**src/rtl/ddr4_pkg.sv**
```systemverilog
// Shared types and constants for the DDR4 transaction sequencer.
//   state_e    : sequencer FSM states
//   CMD_*      : A[ADDRWIDTH-1 -: 3] encodings (RAS_n/CAS_n/WE_n) for WRITE/READ/PRECHARGE
//   LFSR_POLY  : Galois mask for x^32+x^22+x^2+x+1 (right-shifting form)
//   lfsr_next  : one LFSR step
package ddr4_pkg;

    typedef enum logic [3:0] {
        S_IDLE,
        S_ACT,
        S_W_RCD,
        S_WR,
        S_W_WL,
        S_WDAT,
        S_W_WR,
        S_ACT2,
        S_W_RCD2,
        S_RD,
        S_W_RL,
        S_RDAT,
        S_PRE,
        S_W_RP,
        S_DONE
    } state_e;

    localparam logic [2:0] CMD_WR  = 3'b100;
    localparam logic [2:0] CMD_RD  = 3'b101;
    localparam logic [2:0] CMD_PRE = 3'b010;

    localparam logic [31:0] LFSR_POLY = 32'h8020_0003;

    function automatic logic [31:0] lfsr_next(input logic [31:0] s);
        return {1'b0, s[31:1]} ^ (s[0] ? LFSR_POLY : '0);
    endfunction

endpackage

```
**src/rtl/ddr4_txn_sequencer_if.sv**
```systemverilog
// DIMM command/data bus driven by the sequencer.
//   master : sequencer side (drives command, address and write data, receives dq_in)
//   slave  : DIMM side
//   cs_n/act_n/A/bg/ba : command bus; dq_out/dq_oe/dqs_t/dqs_c : write data path;
//   dq_in : read data returned by the DIMM
interface ddr4_txn_sequencer_if #(
    parameter int RANKS     = 1,
    parameter int CHIPS     = 16,
    parameter int DQWIDTH   = 64,
    parameter int BGWIDTH   = 2,
    parameter int BAWIDTH   = 2,
    parameter int ADDRWIDTH = 17
);
    logic [RANKS-1:0]     cs_n;
    logic                 act_n;
    logic [ADDRWIDTH-1:0] A;
    logic [BGWIDTH-1:0]   bg;
    logic [BAWIDTH-1:0]   ba;
    logic [DQWIDTH-1:0]   dq_out;
    logic                 dq_oe;
    logic [CHIPS-1:0]     dqs_t;
    logic [CHIPS-1:0]     dqs_c;
    logic [DQWIDTH-1:0]   dq_in;

    modport master (
        output cs_n, act_n, A, bg, ba, dq_out, dq_oe, dqs_t, dqs_c,
        input  dq_in
    );

    modport slave (
        input  cs_n, act_n, A, bg, ba, dq_out, dq_oe, dqs_t, dqs_c,
        output dq_in
    );
endinterface

```
**src/rtl/ddr4_lfsr32.sv**
```systemverilog
// 32-bit Galois LFSR used as data-pattern generator / checker.
//   ck_t    : clock, rising edge
//   reset_n : synchronous active-low reset (state -> 1)
//   load    : load seed (has priority over step)
//   step    : advance one step
//   seed    : value loaded on load
//   q       : current state
module ddr4_lfsr32
    import ddr4_pkg::*;
(
    input  logic        ck_t,
    input  logic        reset_n,
    input  logic        load,
    input  logic        step,
    input  logic [31:0] seed,
    output logic [31:0] q
);
    logic [31:0] q_q;

    always_ff @(posedge ck_t) begin
        if (!reset_n)  q_q <= 32'h1;
        else if (load) q_q <= seed;
        else if (step) q_q <= lfsr_next(q_q);
    end

    assign q = q_q;
endmodule

```
**src/rtl/ddr4_txn_sequencer.sv**
```systemverilog
// DDR4 command/data sequencer: per transaction ACT -> WRITE burst -> optional
// RowClone ACT -> READ burst -> PRECHARGE, checking read data against the
// written LFSR pattern.
//   ck_t, reset_n       : clock (rising edge) and synchronous active-low reset
//   start               : one-cycle pulse, accepted only when idle
//   cfg_*               : transaction setup, latched on the accepted start
//   busy / done         : high from start to done / one-cycle end pulse
//   err_cnt             : mismatching read beats, saturating, cleared only by reset
//   txn_cnt             : completed transactions of the current run
//   bus                 : DIMM command/data bus (master side)
module ddr4_txn_sequencer
    import ddr4_pkg::*;
#(
    parameter int RANKS     = 1,
    parameter int CHIPS     = 16,
    parameter int DQWIDTH   = 64,
    parameter int BGWIDTH   = 2,
    parameter int BAWIDTH   = 2,
    parameter int ADDRWIDTH = 17,
    parameter int COLWIDTH  = 10,
    parameter int BL        = 8,
    parameter int TXNWIDTH  = 8,
    parameter int TRCD      = 15,
    parameter int TCL       = 15,
    parameter int TCWL      = 11,
    parameter int TWR       = 12,
    parameter int TRP       = 15
) (
    input  logic                       ck_t,
    input  logic                       reset_n,
    input  logic                       start,
    input  logic [$clog2(RANKS):0]     cfg_rank,
    input  logic [BGWIDTH-1:0]         cfg_bg,
    input  logic [BAWIDTH-1:0]         cfg_ba,
    input  logic [ADDRWIDTH-1:0]       cfg_row,
    input  logic [ADDRWIDTH-1:0]       cfg_row2,
    input  logic [COLWIDTH-1:0]        cfg_col,
    input  logic [TXNWIDTH-1:0]        cfg_ntxn,
    input  logic                       cfg_clone,
    input  logic [31:0]                cfg_seed,
    output logic                       busy,
    output logic                       done,
    output logic [15:0]                err_cnt,
    output logic [TXNWIDTH-1:0]        txn_cnt,
    ddr4_txn_sequencer_if.master       bus
);
    localparam int RW  = $clog2(RANKS) + 1;
    localparam int REP = (DQWIDTH + 31) / 32;

    state_e                state_q, state_d;
    logic [15:0]           cnt_q, cnt_d;
    logic [COLWIDTH-1:0]   col_q, col_d;
    logic [TXNWIDTH-1:0]   txn_q, txn_d;
    logic [15:0]           err_q, err_d;
    logic [RW-1:0]         rank_q;
    logic [BGWIDTH-1:0]    bg_q;
    logic [BAWIDTH-1:0]    ba_q;
    logic [ADDRWIDTH-1:0]  row_q, row2_q;
    logic [TXNWIDTH-1:0]   ntxn_q;
    logic                  clone_q;

    logic                  accept, txn_end;
    logic                  wr_step, rd_step;
    logic [31:0]           seed_eff, wr_q, rd_q;
    logic [REP*32-1:0]     wr_rep, rd_rep;

    assign accept   = (state_q == S_IDLE) && start;
    assign seed_eff = (cfg_seed == '0) ? 32'h1 : cfg_seed;
    assign wr_rep   = {REP{wr_q}};
    assign rd_rep   = {REP{rd_q}};

    // Both generators advance BL steps per transaction, so loading the checker
    // only on start leaves it at each transaction's start state for its read.
    ddr4_lfsr32 u_wr_lfsr (
        .ck_t    (ck_t),
        .reset_n (reset_n),
        .load    (accept),
        .step    (wr_step),
        .seed    (seed_eff),
        .q       (wr_q)
    );

    ddr4_lfsr32 u_rd_lfsr (
        .ck_t    (ck_t),
        .reset_n (reset_n),
        .load    (accept),
        .step    (rd_step),
        .seed    (seed_eff),
        .q       (rd_q)
    );

    always_ff @(posedge ck_t) begin
        if (!reset_n) begin
            state_q <= S_IDLE;
            cnt_q   <= '0;
            col_q   <= '0;
            txn_q   <= '0;
            err_q   <= '0;
            rank_q  <= '0;
            bg_q    <= '0;
            ba_q    <= '0;
            row_q   <= '0;
            row2_q  <= '0;
            ntxn_q  <= '0;
            clone_q <= 1'b0;
        end else begin
            state_q <= state_d;
            cnt_q   <= cnt_d;
            col_q   <= col_d;
            txn_q   <= txn_d;
            err_q   <= err_d;
            if (accept) begin
                rank_q  <= cfg_rank;
                bg_q    <= cfg_bg;
                ba_q    <= cfg_ba;
                row_q   <= cfg_row;
                row2_q  <= cfg_row2;
                ntxn_q  <= (cfg_ntxn == '0) ? TXNWIDTH'(1) : cfg_ntxn;
                clone_q <= cfg_clone;
            end
        end
    end

    // Waits of length N-1 load N-2 and are skipped entirely when N == 1.
    always_comb begin
        state_d = state_q;
        cnt_d   = cnt_q;
        col_d   = col_q;
        txn_d   = txn_q;
        err_d   = err_q;
        wr_step = 1'b0;
        rd_step = 1'b0;
        txn_end = 1'b0;
        case (state_q)
            S_IDLE: if (accept) begin
                state_d = S_ACT;
                col_d   = cfg_col;
                txn_d   = '0;
            end
            S_ACT, S_ACT2: begin
                if (TRCD > 1) begin
                    state_d = (state_q == S_ACT) ? S_W_RCD : S_W_RCD2;
                    cnt_d   = 16'(TRCD - 2);
                end else begin
                    state_d = (state_q == S_ACT) ? S_WR : S_RD;
                end
            end
            S_W_RCD:  if (cnt_q == '0) state_d = S_WR; else cnt_d = cnt_q - 16'd1;
            S_W_RCD2: if (cnt_q == '0) state_d = S_RD; else cnt_d = cnt_q - 16'd1;
            S_WR: begin
                if (TCWL > 1) begin
                    state_d = S_W_WL;
                    cnt_d   = 16'(TCWL - 2);
                end else begin
                    state_d = S_WDAT;
                    cnt_d   = 16'(BL - 1);
                end
            end
            S_W_WL: begin
                if (cnt_q == '0) begin
                    state_d = S_WDAT;
                    cnt_d   = 16'(BL - 1);
                end else cnt_d = cnt_q - 16'd1;
            end
            S_WDAT: begin
                wr_step = 1'b1;
                if (cnt_q == '0) begin
                    state_d = S_W_WR;
                    cnt_d   = 16'(TWR - 1);
                end else cnt_d = cnt_q - 16'd1;
            end
            S_W_WR: begin
                if (cnt_q == '0) state_d = clone_q ? S_ACT2 : S_RD;
                else cnt_d = cnt_q - 16'd1;
            end
            S_RD: begin
                if (TCL > 1) begin
                    state_d = S_W_RL;
                    cnt_d   = 16'(TCL - 2);
                end else begin
                    state_d = S_RDAT;
                    cnt_d   = 16'(BL - 1);
                end
            end
            S_W_RL: begin
                if (cnt_q == '0) begin
                    state_d = S_RDAT;
                    cnt_d   = 16'(BL - 1);
                end else cnt_d = cnt_q - 16'd1;
            end
            S_RDAT: begin
                rd_step = 1'b1;
                if (bus.dq_in != rd_rep[DQWIDTH-1:0] && err_q != 16'hFFFF)
                    err_d = err_q + 16'd1;
                if (cnt_q == '0) state_d = S_PRE;
                else cnt_d = cnt_q - 16'd1;
            end
            S_PRE: begin
                if (TRP > 1) begin
                    state_d = S_W_RP;
                    cnt_d   = 16'(TRP - 2);
                end else txn_end = 1'b1;
            end
            S_W_RP:  if (cnt_q == '0) txn_end = 1'b1; else cnt_d = cnt_q - 16'd1;
            S_DONE:  state_d = S_IDLE;
            default: state_d = S_IDLE;
        endcase

        if (txn_end) begin
            txn_d = txn_q + TXNWIDTH'(1);
            if (txn_d == ntxn_q) begin
                state_d = S_DONE;
            end else begin
                state_d = S_ACT;
                col_d   = col_q + COLWIDTH'(BL);
            end
        end
    end

    logic                 cmd_en, cmd_act_n, cmd_oe;
    logic [ADDRWIDTH-1:0] cmd_a;
    logic [BGWIDTH-1:0]   cmd_bg;
    logic [BAWIDTH-1:0]   cmd_ba;
    logic [RANKS-1:0]     cmd_cs_n;

    always_comb begin
        cmd_en    = 1'b0;
        cmd_act_n = 1'b1;
        cmd_a     = '0;
        cmd_oe    = (state_q == S_WDAT);
        case (state_q)
            S_ACT:  begin cmd_en = 1'b1; cmd_act_n = 1'b0; cmd_a = row_q;  end
            S_ACT2: begin cmd_en = 1'b1; cmd_act_n = 1'b0; cmd_a = row2_q; end
            S_WR: begin
                cmd_en = 1'b1;
                cmd_a[ADDRWIDTH-1 -: 3]  = CMD_WR;
                cmd_a[COLWIDTH-1:0]      = col_q;
            end
            S_RD: begin
                cmd_en = 1'b1;
                cmd_a[ADDRWIDTH-1 -: 3]  = CMD_RD;
                cmd_a[COLWIDTH-1:0]      = col_q;
            end
            S_PRE: begin
                cmd_en = 1'b1;
                cmd_a[ADDRWIDTH-1 -: 3]  = CMD_PRE;
            end
            default: ;
        endcase
        cmd_bg   = cmd_en ? bg_q : '0;
        cmd_ba   = cmd_en ? ba_q : '0;
        cmd_cs_n = '1;
        for (int unsigned r = 0; r < RANKS; r++)
            if (cmd_en && rank_q == RW'(r)) cmd_cs_n[r] = 1'b0;
    end

    assign bus.cs_n   = cmd_cs_n;
    assign bus.act_n  = cmd_act_n;
    assign bus.A      = cmd_a;
    assign bus.bg     = cmd_bg;
    assign bus.ba     = cmd_ba;
    assign bus.dq_oe  = cmd_oe;
    assign bus.dq_out = cmd_oe ? wr_rep[DQWIDTH-1:0] : '0;
    assign bus.dqs_t  = cmd_oe ? '1 : '0;
    assign bus.dqs_c  = cmd_oe ? '0 : '1;

    assign busy    = (state_q != S_IDLE) && (state_q != S_DONE);
    assign done    = (state_q == S_DONE);
    assign err_cnt = err_q;
    assign txn_cnt = txn_q;
endmodule
```
**src/flat_wrapper.sv**
```systemverilog
// flat-port wrapper written by rule: the top's interface ports become plain ports
module ddr4_txn_sequencer_flat import ddr4_pkg::*;
#(
    parameter int RANKS     = 1,
    parameter int CHIPS     = 16,
    parameter int DQWIDTH   = 64,
    parameter int BGWIDTH   = 2,
    parameter int BAWIDTH   = 2,
    parameter int ADDRWIDTH = 17,
    parameter int COLWIDTH  = 10,
    parameter int BL        = 8,
    parameter int TXNWIDTH  = 8,
    parameter int TRCD      = 15,
    parameter int TCL       = 15,
    parameter int TCWL      = 11,
    parameter int TWR       = 12,
    parameter int TRP       = 15
)
  (ck_t, reset_n, start, cfg_rank, cfg_bg, cfg_ba, cfg_row, cfg_row2, cfg_col, cfg_ntxn, cfg_clone, cfg_seed, busy, done, err_cnt, txn_cnt, bus_cs_n, bus_act_n, bus_A, bus_bg, bus_ba, bus_dq_out, bus_dq_oe, bus_dqs_t, bus_dqs_c, bus_dq_in);
  ddr4_txn_sequencer_if #(.RANKS(RANKS), .CHIPS(CHIPS), .DQWIDTH(DQWIDTH), .BGWIDTH(BGWIDTH), .BAWIDTH(BAWIDTH), .ADDRWIDTH(ADDRWIDTH)) bus_i ();
  input  logic ck_t;
  input  logic reset_n;
  input  logic start;
  input  logic [$clog2(RANKS):0] cfg_rank;
  input  logic [BGWIDTH-1:0] cfg_bg;
  input  logic [BAWIDTH-1:0] cfg_ba;
  input  logic [ADDRWIDTH-1:0] cfg_row;
  input  logic [ADDRWIDTH-1:0] cfg_row2;
  input  logic [COLWIDTH-1:0] cfg_col;
  input  logic [TXNWIDTH-1:0] cfg_ntxn;
  input  logic cfg_clone;
  input  logic [31:0] cfg_seed;
  output logic busy;
  output logic done;
  output logic [15:0] err_cnt;
  output logic [TXNWIDTH-1:0] txn_cnt;
  output wire logic [$bits(bus_i.cs_n)-1:0] bus_cs_n;
  output wire logic [$bits(bus_i.act_n)-1:0] bus_act_n;
  output wire logic [$bits(bus_i.A)-1:0] bus_A;
  output wire logic [$bits(bus_i.bg)-1:0] bus_bg;
  output wire logic [$bits(bus_i.ba)-1:0] bus_ba;
  output wire logic [$bits(bus_i.dq_out)-1:0] bus_dq_out;
  output wire logic [$bits(bus_i.dq_oe)-1:0] bus_dq_oe;
  output wire logic [$bits(bus_i.dqs_t)-1:0] bus_dqs_t;
  output wire logic [$bits(bus_i.dqs_c)-1:0] bus_dqs_c;
  input wire logic [$bits(bus_i.dq_in)-1:0] bus_dq_in;
  assign bus_cs_n = bus_i.cs_n;
  assign bus_act_n = bus_i.act_n;
  assign bus_A = bus_i.A;
  assign bus_bg = bus_i.bg;
  assign bus_ba = bus_i.ba;
  assign bus_dq_out = bus_i.dq_out;
  assign bus_dq_oe = bus_i.dq_oe;
  assign bus_dqs_t = bus_i.dqs_t;
  assign bus_dqs_c = bus_i.dqs_c;
  assign bus_i.dq_in = bus_dq_in;
  ddr4_txn_sequencer #(.RANKS(RANKS), .CHIPS(CHIPS), .DQWIDTH(DQWIDTH), .BGWIDTH(BGWIDTH), .BAWIDTH(BAWIDTH), .ADDRWIDTH(ADDRWIDTH), .COLWIDTH(COLWIDTH), .BL(BL), .TXNWIDTH(TXNWIDTH), .TRCD(TRCD), .TCL(TCL), .TCWL(TCWL), .TWR(TWR), .TRP(TRP)) u_core (.ck_t(ck_t), .reset_n(reset_n), .start(start), .cfg_rank(cfg_rank), .cfg_bg(cfg_bg), .cfg_ba(cfg_ba), .cfg_row(cfg_row), .cfg_row2(cfg_row2), .cfg_col(cfg_col), .cfg_ntxn(cfg_ntxn), .cfg_clone(cfg_clone), .cfg_seed(cfg_seed), .busy(busy), .done(done), .err_cnt(err_cnt), .txn_cnt(txn_cnt), .bus(bus_i));
endmodule
```
**config.mk**
```make
export PLATFORM = sky130hd
export DESIGN_NAME = ddr4_txn_sequencer_flat
export DESIGN_NICKNAME = d
export VERILOG_FILES = /design/src/rtl/ddr4_pkg.sv /design/src/rtl/ddr4_txn_sequencer_if.sv /design/src/rtl/ddr4_lfsr32.sv /design/src/rtl/ddr4_txn_sequencer.sv /design/src/flat_wrapper.sv
export SDC_FILE = /design/constraint.sdc
export NUM_CORES = 1
export LEC_CHECK = 0
export CORE_ASPECT_RATIO = 1.1
export CORE_MARGIN = 1.5
export CORE_UTILIZATION = 50
export DETAILED_ROUTE_END_ITERATION = 10
export PLACE_DENSITY = 0.87
export SYNTH_ARGS = -nofsm -noshare
export SYNTH_HDL_FRONTEND = slang
export SYNTH_SLANG_ARGS = --single-unit
```
**constraint.sdc**
```tcl
create_clock -name ck_t -period 7.2 [get_ports ck_t]
set_input_delay 1.08 -clock ck_t [delete_from_list [all_inputs] [get_ports ck_t]]
set_output_delay 1.08 -clock ck_t [all_outputs]
set_load 0.005 [all_outputs]
```
# Yosys cells after proc, flatten, opt, wreduce, memory -nomap -nowiden
# Cells that the tools add are included.
[totals] ff_bits=166
[op_classes] reduce_logical=24 n_mux=47 n_eq_ne=28 bitwise_logic=3 add_sub_neg=4
[ops] op="$mux W32" n=7
[ops] op="$mux W16" n=5
[ops] op="$pmux W16 S5" n=1
[ops] op="$mux W64" n=1
[ops] op="$ne A64 B64 Y1" n=1
[ops] op="$xor A31 B32 Y32" n=2
[ops] op="$pmux W4 S13" n=1
[ops] op="$mux W4" n=12
[ops] op="$mux W10" n=4
[ops] op="$logic_not A32 Y1" n=1
[ops] op="$mux W8" n=4
[ops] op="$pmux W10 S3" n=1
[ops] op="$eq A4 B4 Y1 const B" n=7
[ops] op="$ne A3 B1 Y1 const B" n=7
[ops] op="$add A16 B1 Y16 const B" n=1
[ops] op="$eq A4 B3 Y1 const B" n=4
[ops] op="$logic_not A16 Y1" n=1
[ops] op="$ne A16 B16 Y1 const B" n=1
[ops] op="$sub A16 B1 Y16 const B" n=1
[ops] op="$pmux W3 S5" n=1
[ops] op="$add A10 B4 Y10 const B" n=1
[ops] op="$reduce_or A5 Y1" n=2
[ops] op="$reduce_and A9 Y1" n=1
[ops] op="$add A8 B1 Y8 const B" n=1
[ops] op="other kinds (20)" n=38

# Depth between registers and ports, before layout
# Gate-level depths: netlist of run 1.
[depth] ltp_word=6 ltp_mapped=11

# By module
# Synthesis of run 1 repeated with hierarchy kept, for this count alone.
[unflattened] cells_unflattened=1274 area_unflattened_um2=9958.3
[modules_own_cells] mod="ddr4_txn_sequencer" area_per_inst_um2=6805.3 n_inst=1 cells_each=922
[modules_own_cells] mod="ddr4_lfsr32" area_per_inst_um2=1576.5 n_inst=2 cells_each=176

# Least setup slack after synthesis of run 1
# OpenSTA, ideal clock, no wires.
[synth_path] kind="register to output" start="register u_core.state_q[2]" end="output port bus_dq_out[33]" required_ps=6120 setup_slack_ps=3891 stages_incl_launch_ff=9 arrival_time_ps=2229 cell_sequence="dfxtp_1 -> clkbuf_1 -> nor2b_1 -> nand2b_1 -> inv_1 -> clkbuf_1 -> clkbuf_1 -> and2_1 -> buf_4"
[synth_via] elab_chain_cells=2
[synth_lines] element="from (decl)" line_no="ddr4_txn_sequencer.sv:50" rtl="state_e state_q, state_d;"
[synth_lines] element="from (signal assigned)" line_no="ddr4_txn_sequencer.sv:107" rtl="state_q <= state_d;"
[synth_lines] element="$eq A4 B3 Y1" line_no="ddr4_txn_sequencer.sv:230" rtl="cmd_oe = (state_q == S_WDAT);"
[synth_lines] element="named net bus_dq_oe" line_no="flat_wrapper.sv:43" rtl="output wire logic [$bits(bus_i.dq_oe)-1:0] bus_dq_oe;"
[synth_lines] element="$mux W64" line_no="ddr4_txn_sequencer.sv:263" rtl="assign bus.dq_out = cmd_oe ? wr_rep[DQWIDTH-1:0] : '0;"
[synth_lines] element="to (decl)" line_no="flat_wrapper.sv:42" rtl="output wire logic [$bits(bus_i.dq_out)-1:0] bus_dq_out;"
# The timed path passes the listed nets, and every way through them passes these cells.

# Worst setup path in the final report of run 1
[layout_path] start="register u_core.state_q[3]" end="output port bus_dq_out[34]"
[layout_via] elab_chain_cells=2
[layout_lines] element="$eq A4 B3 Y1" line_no="ddr4_txn_sequencer.sv:230"
[layout_lines] element="$mux W64" line_no="ddr4_txn_sequencer.sv:263"
# No other way between the ends.

==> results of run 1 <==
[sequential cells by signal, indices dropped and copies added, names as in the netlist]
name / count
u_core.ba_q: 2
u_core.u_wr_lfsr.q: 32
u_core.row_q: 17
u_core.txn_cnt: 8
u_core.row2_q: 17
u_core.err_cnt: 16
u_core.rank_q: 1
u_core.state_q: 4
u_core.ntxn_q: 8
u_core.col_q: 10
u_core.bg_q: 2
u_core.cnt_q: 16
u_core.clone_q: 1
u_core.u_rd_lfsr.q: 32
[area by class of cell]
class / count / share of cell area (%)
Multi-Input combinational cell: 844 / 38.9
Clock inverter: 14 / 1.62
Clock buffer: 17 / 3.46
Antenna cell: 1 / 0.0204
Tap cell: 238 / 2.42
Sequential cell: 166 / 27.0
Inverter: 45 / 1.37
Timing Repair Buffer: 312 / 25.2
[power by group]
| part | total [mW] | leakage [nW] | internal, mW | switching [mW] |
|---|---|---|---|---|
| combinational | 1.47 | 2.94 | 0.639 | 0.833 |
| clock | 0.978 | 0.298 | 0.584 | 0.394 |
| sequential | 1.41 | 1.36 | 1.15 | 0.261 |
[per-layer routing]
metal  vias up  wire [um]
met5         -         14
met4         2       1420
met3        92       2780
met2       482      14100
met1      4345      10800
li1       4491          -
[path summary, 6_finish.rpt]
kind / end / slack (ns) / depth (start not counted)
hold reg to reg: u_core.bg_q[1] / 0.46 / 2
setup / recovery: bus_dq_out[34] / 2.35 / 7
setup reg to reg: u_core.u_wr_lfsr.q[18] / 3.82 / 8
hold / removal: u_core.bg_q[1] / 0.46 / 2
[cells in the mapped netlist (7+ instances only)]
cell type and n:
a31oi_1 33, and3_1 22, o21ai_0 53, inv_1 45, a21oi_1 155, xnor2_1 50, clkbuf_1 61, o211ai_1 13
o22ai_1 12, nor4_1 15, nand3b_1 11, nand2_1 226, nor2b_1 7, xor2_1 22, and2_1 10, nand4_1 17
dfxtp_1 166, nand3_1 21, buf_4 65, a222oi_1 10, or3_1 8, nor2_1 50, nor3_1 22, nand2b_1 13
[through the flow]
step / cells / area (um2)
global route: 1636 / 12300
CTS: 1636 / 12300
detailed placement: 1605 / 11700
global placement: 1605 / 11700
floorplan: 1191 / 9020
finish: 1637 / 12300
[logic make-up (layout without fill, tap and decap cells)]
group / after synthesis / after routing
AOI/OAI and AO/OA: 321 / 321
DFF: 166 / 166
muxes: 5 / 5
other: 0 / 1
adders and majority gates: 4 / 4
xor gates and xnor gates: 72 / 72
and+or+nand+nor: 442 / 442
buffers and inverters: 181 / 388
[worst register-to-register path: stages (launching register included)]
cell and delay, ns:
dfxtp_1 0.92, nand2b_1 0.27, nand2b_2 0.14, buf_4 0.44, inv_1 0.46, buf_4 0.38
and2_1 0.25, a21oi_1 0.26, a21oi_1 0.11
==> impl_results.md, run 1 <==
- Status: completed
- CP Launch Type: register
- Top FF cell, synth: dfxtp_1
- CTS resizes: 0
- Compound-Gate Fraction of Synth Area: 21.3%
- Final wirelength: 29,100 um
- Via Count: 9,412
- Area leader, netlist: dfxtp_1
- I/O Pins: 303
- Distinct cells, synth: 63
- Worst-path cell chain: nand2b_1 > nand2b_2 > buf_4 > inv_1 > buf_4 > and2_1 > clkdlybuf4s50_1
- Total clock sinks: 166
- Minimum clock period: 4.85 ns
- Drt initial violations: 913
- Required time of the critical path: 6.12 ns
- Vias in the first global route: 8,821
- Min-Delay Path Class: reg2reg
- DR DRC count: 0
- TritonCTS buffer count: 17
- Row Count: 51
- Post-synth net total: 1,352
- Met2 layer usage reported by global route: 51.6%
- Top cell type's share of synthesized area: 36.8%
- Die span in y: 144 um
- Final antenna-violating net count: 0
- Multi-input logic area: 4780 um2
- Initial Util: 51.1%
- Commonest cells after routing, fill and taps aside: clkdlybuf4s50_1 (301), nand2_1 (226), dfxtp_1 (166)
- Global-route wire length before repair: 44,700 um
- Die W: 131 um
- CTS root buf: clkbuf_16
- Critical path data arrival time: 3.77 ns
- Static leakage: 4.60 nW
- Nets@finish: 1,547
- WP buf/inv: 4
- CP most frequent cell: buf_4
- Final Power: 3.86 mW
- Layout cells sized above 1: 4.51%
- Setup ws final: 2.35 ns
- Fillers: 1,383
- Clk_lat worst skew: 0.42 ns
- RSZ-0062 raised after global routing: no
- CTS tree: done
- Initial antenna violation count: 1
- DP Wirelength: 20,900 um
- # setup viols final: 0
- Vias per inst: 5.75
- Simple-gate share of the synthesized area: 23.3%
- Drt pass-1 iters: 7
- Hold Path Origin: u_core.bg_q[1]
- MaxCap Viol Count: 0
- Peak Freq: 206 MHz
- Fin crit share: 67.3%
- Yosys Warn Count: 0
- Largest family of logic cells by synthesized area: simple AND/OR/NAND/NOR gates
- Largest net degree at the start of global routing: 98
- Commonest non-fill, non-tap cell in the layout: clkdlybuf4s50_1
- Worst slack at placement: 2.87 ns
- Final Util: 69.5%
- Hold slack: 0.455 ns
- CP Capture Type: output pin
- Setup TNS: 0 ns
- GRT busiest layer: met2
- Port buffer count: 302
- Yosys reg bits: 166
- Setup Crit Path Kind: reg2out
- Pwr Density: 314 nW/um2
- Final hold vios: 0
- Post-synthesis xor/xnor area fraction: 6.99%
- Syn Inst Count: 1,191
- Layout area overhead: 36.2%
- Async S/R FF share, synth: 0%
- Met3 Usage GRT: 8.60%
- Avg WL per Cell: 17.8 um
- Slew @ Worst Pin: 1.07 ns
- Synthesized area: 9020 um2
- CP Max Fanout: 46
- Register area share after synthesis: 36.8%
- Multiplexer share of the synthesized area: 0.555%
- Slew margin rel.: 28.2%
- Core area: 17,700 um2
- Clk_skew: 0.00938 ns
- R2r startpoint: u_core.state_q[3]
- CP max-delay cell: dfxtp_1
- Worst setup startpoint: u_core.state_q[3]
- Top cells by area, synth: dfxtp_1 (37%), nand2_1 (9.4%), a21oi_1 (8.6%)
- Top Family by Delay on Critical Path: buffers and inverters
- VDD IR-drop max: 271 uV
- Cts hold-fix bufs: 0
- CTS H-tree depth: 4
- Routing usage on met1: 33.6%
- Tot GR Track Use: 30.3%
- Routability congestion estimate from global placement: 0.886
- Total setup buffers inserted after CTS: 0
- Adder-cell share of the synthesized area: 0.555%
- CTS clk-pin slew, worst paths: 0.07 ns
- Clk buf depth: 2
- Register area: 3320 um2
- Post-synth EDFFs: 0
- Die ar.: 18,900 um2
- Grt total ovfl: 0
- Slew Limit Fails: 0
- Max stage delay on crit path: 0.92 ns
- Syn Area/Cell: 7.58 um2
No activity file was read; power rests on OpenSTA's default activity.
==> inputs of run 2 (changes only) <==
- CORE_UTILIZATION: 50 -> 47
- PLACE_DENSITY: 0.87 -> 0.82
- clock period: 7.2 -> 4.7 ns (I/O delays scaled with it)
==> run 2 against run 1 <==
Effect of this change: non-clock buffer count grew 3; clock power grew 39%; power increased by 49%; largest power group unchanged; sequential share of layout area hardly changed; die area up 6.2%; critical path type unchanged; highest routed layer unchanged.
==> impl_results.md, run 2 (synthesis results as in run 1) <==
- Status: completed
- Drt pass-1 iters: 6
- TritonCTS buffer count: 17
- Avg WL per Cell: 17.2 um
- Port buffer count: 302
- Slew Limit Fails: 0
- Final hold vios: 0
- Layout cells sized above 1: 4.64%
- Routing usage on met1: 31.4%
- Setup ws final: 0.963 ns
- Total clock sinks: 166
- Clk_skew: 0.0112 ns
- Die ar.: 20,000 um2
- Layout area overhead: 36.0%
- Critical path data arrival time: 3.03 ns
- Nets@finish: 1,550
- Fin crit share: 79.5%
- Drt initial violations: 859
- Final wirelength: 28,200 um
- Worst slack at placement: 1.34 ns
- DP Wirelength: 20,600 um
- Vias per inst: 5.67
- CTS tree: done
- Required time of the critical path: 3.99 ns
- Initial antenna violation count: 1
- Cts hold-fix bufs: 0
- Die W: 135 um
- RSZ-0062 raised after global routing: no
- MaxCap Viol Count: 0
- GRT busiest layer: met2
- VDD IR-drop max: 354 uV
- CP Max Fanout: 54
- Setup TNS: 0 ns
- Via Count: 9,324
- Core area: 18,600 um2
- Pwr Density: 469 nW/um2
- Met3 Usage GRT: 7.02%
- Largest net degree at the start of global routing: 72
- Met2 layer usage reported by global route: 49.1%
- Row Count: 52
- Initial Util: 48.5%
- Commonest non-fill, non-tap cell in the layout: clkdlybuf4s50_1
- Setup Crit Path Kind: reg2out
- Routability congestion estimate from global placement: 0.880
- R2r startpoint: u_core.state_q[1]
- CTS H-tree depth: 4
- I/O Pins: 303
- CTS root buf: clkbuf_16
- Min-Delay Path Class: reg2reg
- Final antenna-violating net count: 0
- Commonest cells after routing, fill and taps aside: clkdlybuf4s50_1 (301), nand2_1 (226), dfxtp_1 (166)
- Clk_lat worst skew: 0.43 ns
- Total setup buffers inserted after CTS: 0
- Minimum clock period: 3.74 ns
- CTS clk-pin slew, worst paths: 0.06 ns
- Tot GR Track Use: 27.5%
- Slew @ Worst Pin: 1.10 ns
- Global-route wire length before repair: 43,800 um
- Peak Freq: 268 MHz
- Static leakage: 4.59 nW
- Hold Path Origin: u_core.row_q[14]
- Slew margin rel.: 26.3%
- Worst setup startpoint: u_core.state_q[2]
- Clk buf depth: 2
- Grt total ovfl: 0
- Worst R2R Path Depth: 7
- CP Launch Type: register
- Vias in the first global route: 8,611
- RR Endpoint: u_core.err_cnt[10]
- # setup viols final: 0
- Hold Crit Depth: 2
- CP Capture Type: output pin
- R2R Setup Slk: 1.36 ns
- Worst Hold Endpoint: u_core.row_q[14]
- Die span in y: 148 um
- DR DRC count: 0
- CTS resizes: 0
## run 2: cell types whose count changed in the layout (fill, tap and decap cells not counted), moves of 2 or more
cell,previous run,this run
bufinv_16,4,1
buf_4,10,13
clkinv_4,1,3
clkbuf_8,0,4
## run 2: layer usage
metal | wire [um] | part of all wire, % | vias to the layer above
met3 | 2540 | 9.0 | 58
met1 | 10800 | 38 | 4327
met5 | 14 | 0.050 | -
met2 | 14100 | 50 | 454
li1 | - | - | 4483
met4 | 773 | 2.7 | 2
## run 2: worst max-delay path: stages (launching register included)
cell and delay [ns]:
dfxtp_1 0.77, nor2b_1 0.37, nand2b_2 0.12, clkinv_1 0.05
buf_4 0.45, nand2_1 0.16, inv_1 0.15, clkdlybuf4s50_1 0.53
## run 2: power breakdown
part	internal (mW)	switching [mW]	leakage [nW]
logic	0.982	1.25	2.95
clock network	0.785	0.575	0.278
registers	1.77	0.397	1.36
total	3.53	2.23	4.59
## run 2: layout make-up
type | count | area, um2
clock inverters | 9 | 93.8
repair buffers | 315 | 3120
well taps | 243 | 304
fillers | 1575 | 6340
diodes | 1 | 2.50
clock buffers | 21 | 480
flip-flops and latches | 166 | 3320
multi-input cells | 844 | 4780
inverters | 45 | 169
## run 2: worst max-delay path by stage
stage,cells after the start,slack (ns),to
floorplan,8,1.77,bus_dq_out[33]
detailed placement,8,1.34,u_core.err_cnt[1]
global placement,8,1.38,u_core.err_cnt[1]
finish,7,0.96,bus_dq_out[20]
CTS,7,0.97,bus_dq_out[20]
global route,7,0.75,bus_dq_out[20]
## run 2: per-stage QoR
stage / cells / power [mW] / area, um2 / util [%] / hold slack (ns)
floorplan: 1191 / 3.72 / 9020 / - / 0.432
global placement: 1613 / 4.33 / 11700 / 62.8 / 0.438
detailed placement: 1613 / 4.38 / 11700 / 62.8 / 0.442
CTS: 1643 / 5.75 / 12300 / 65.9 / 0.451
global route: 1643 / 6.11 / 12300 / 65.9 / 0.469
finish: 1644 / 5.76 / 12300 / 65.9 / 0.450
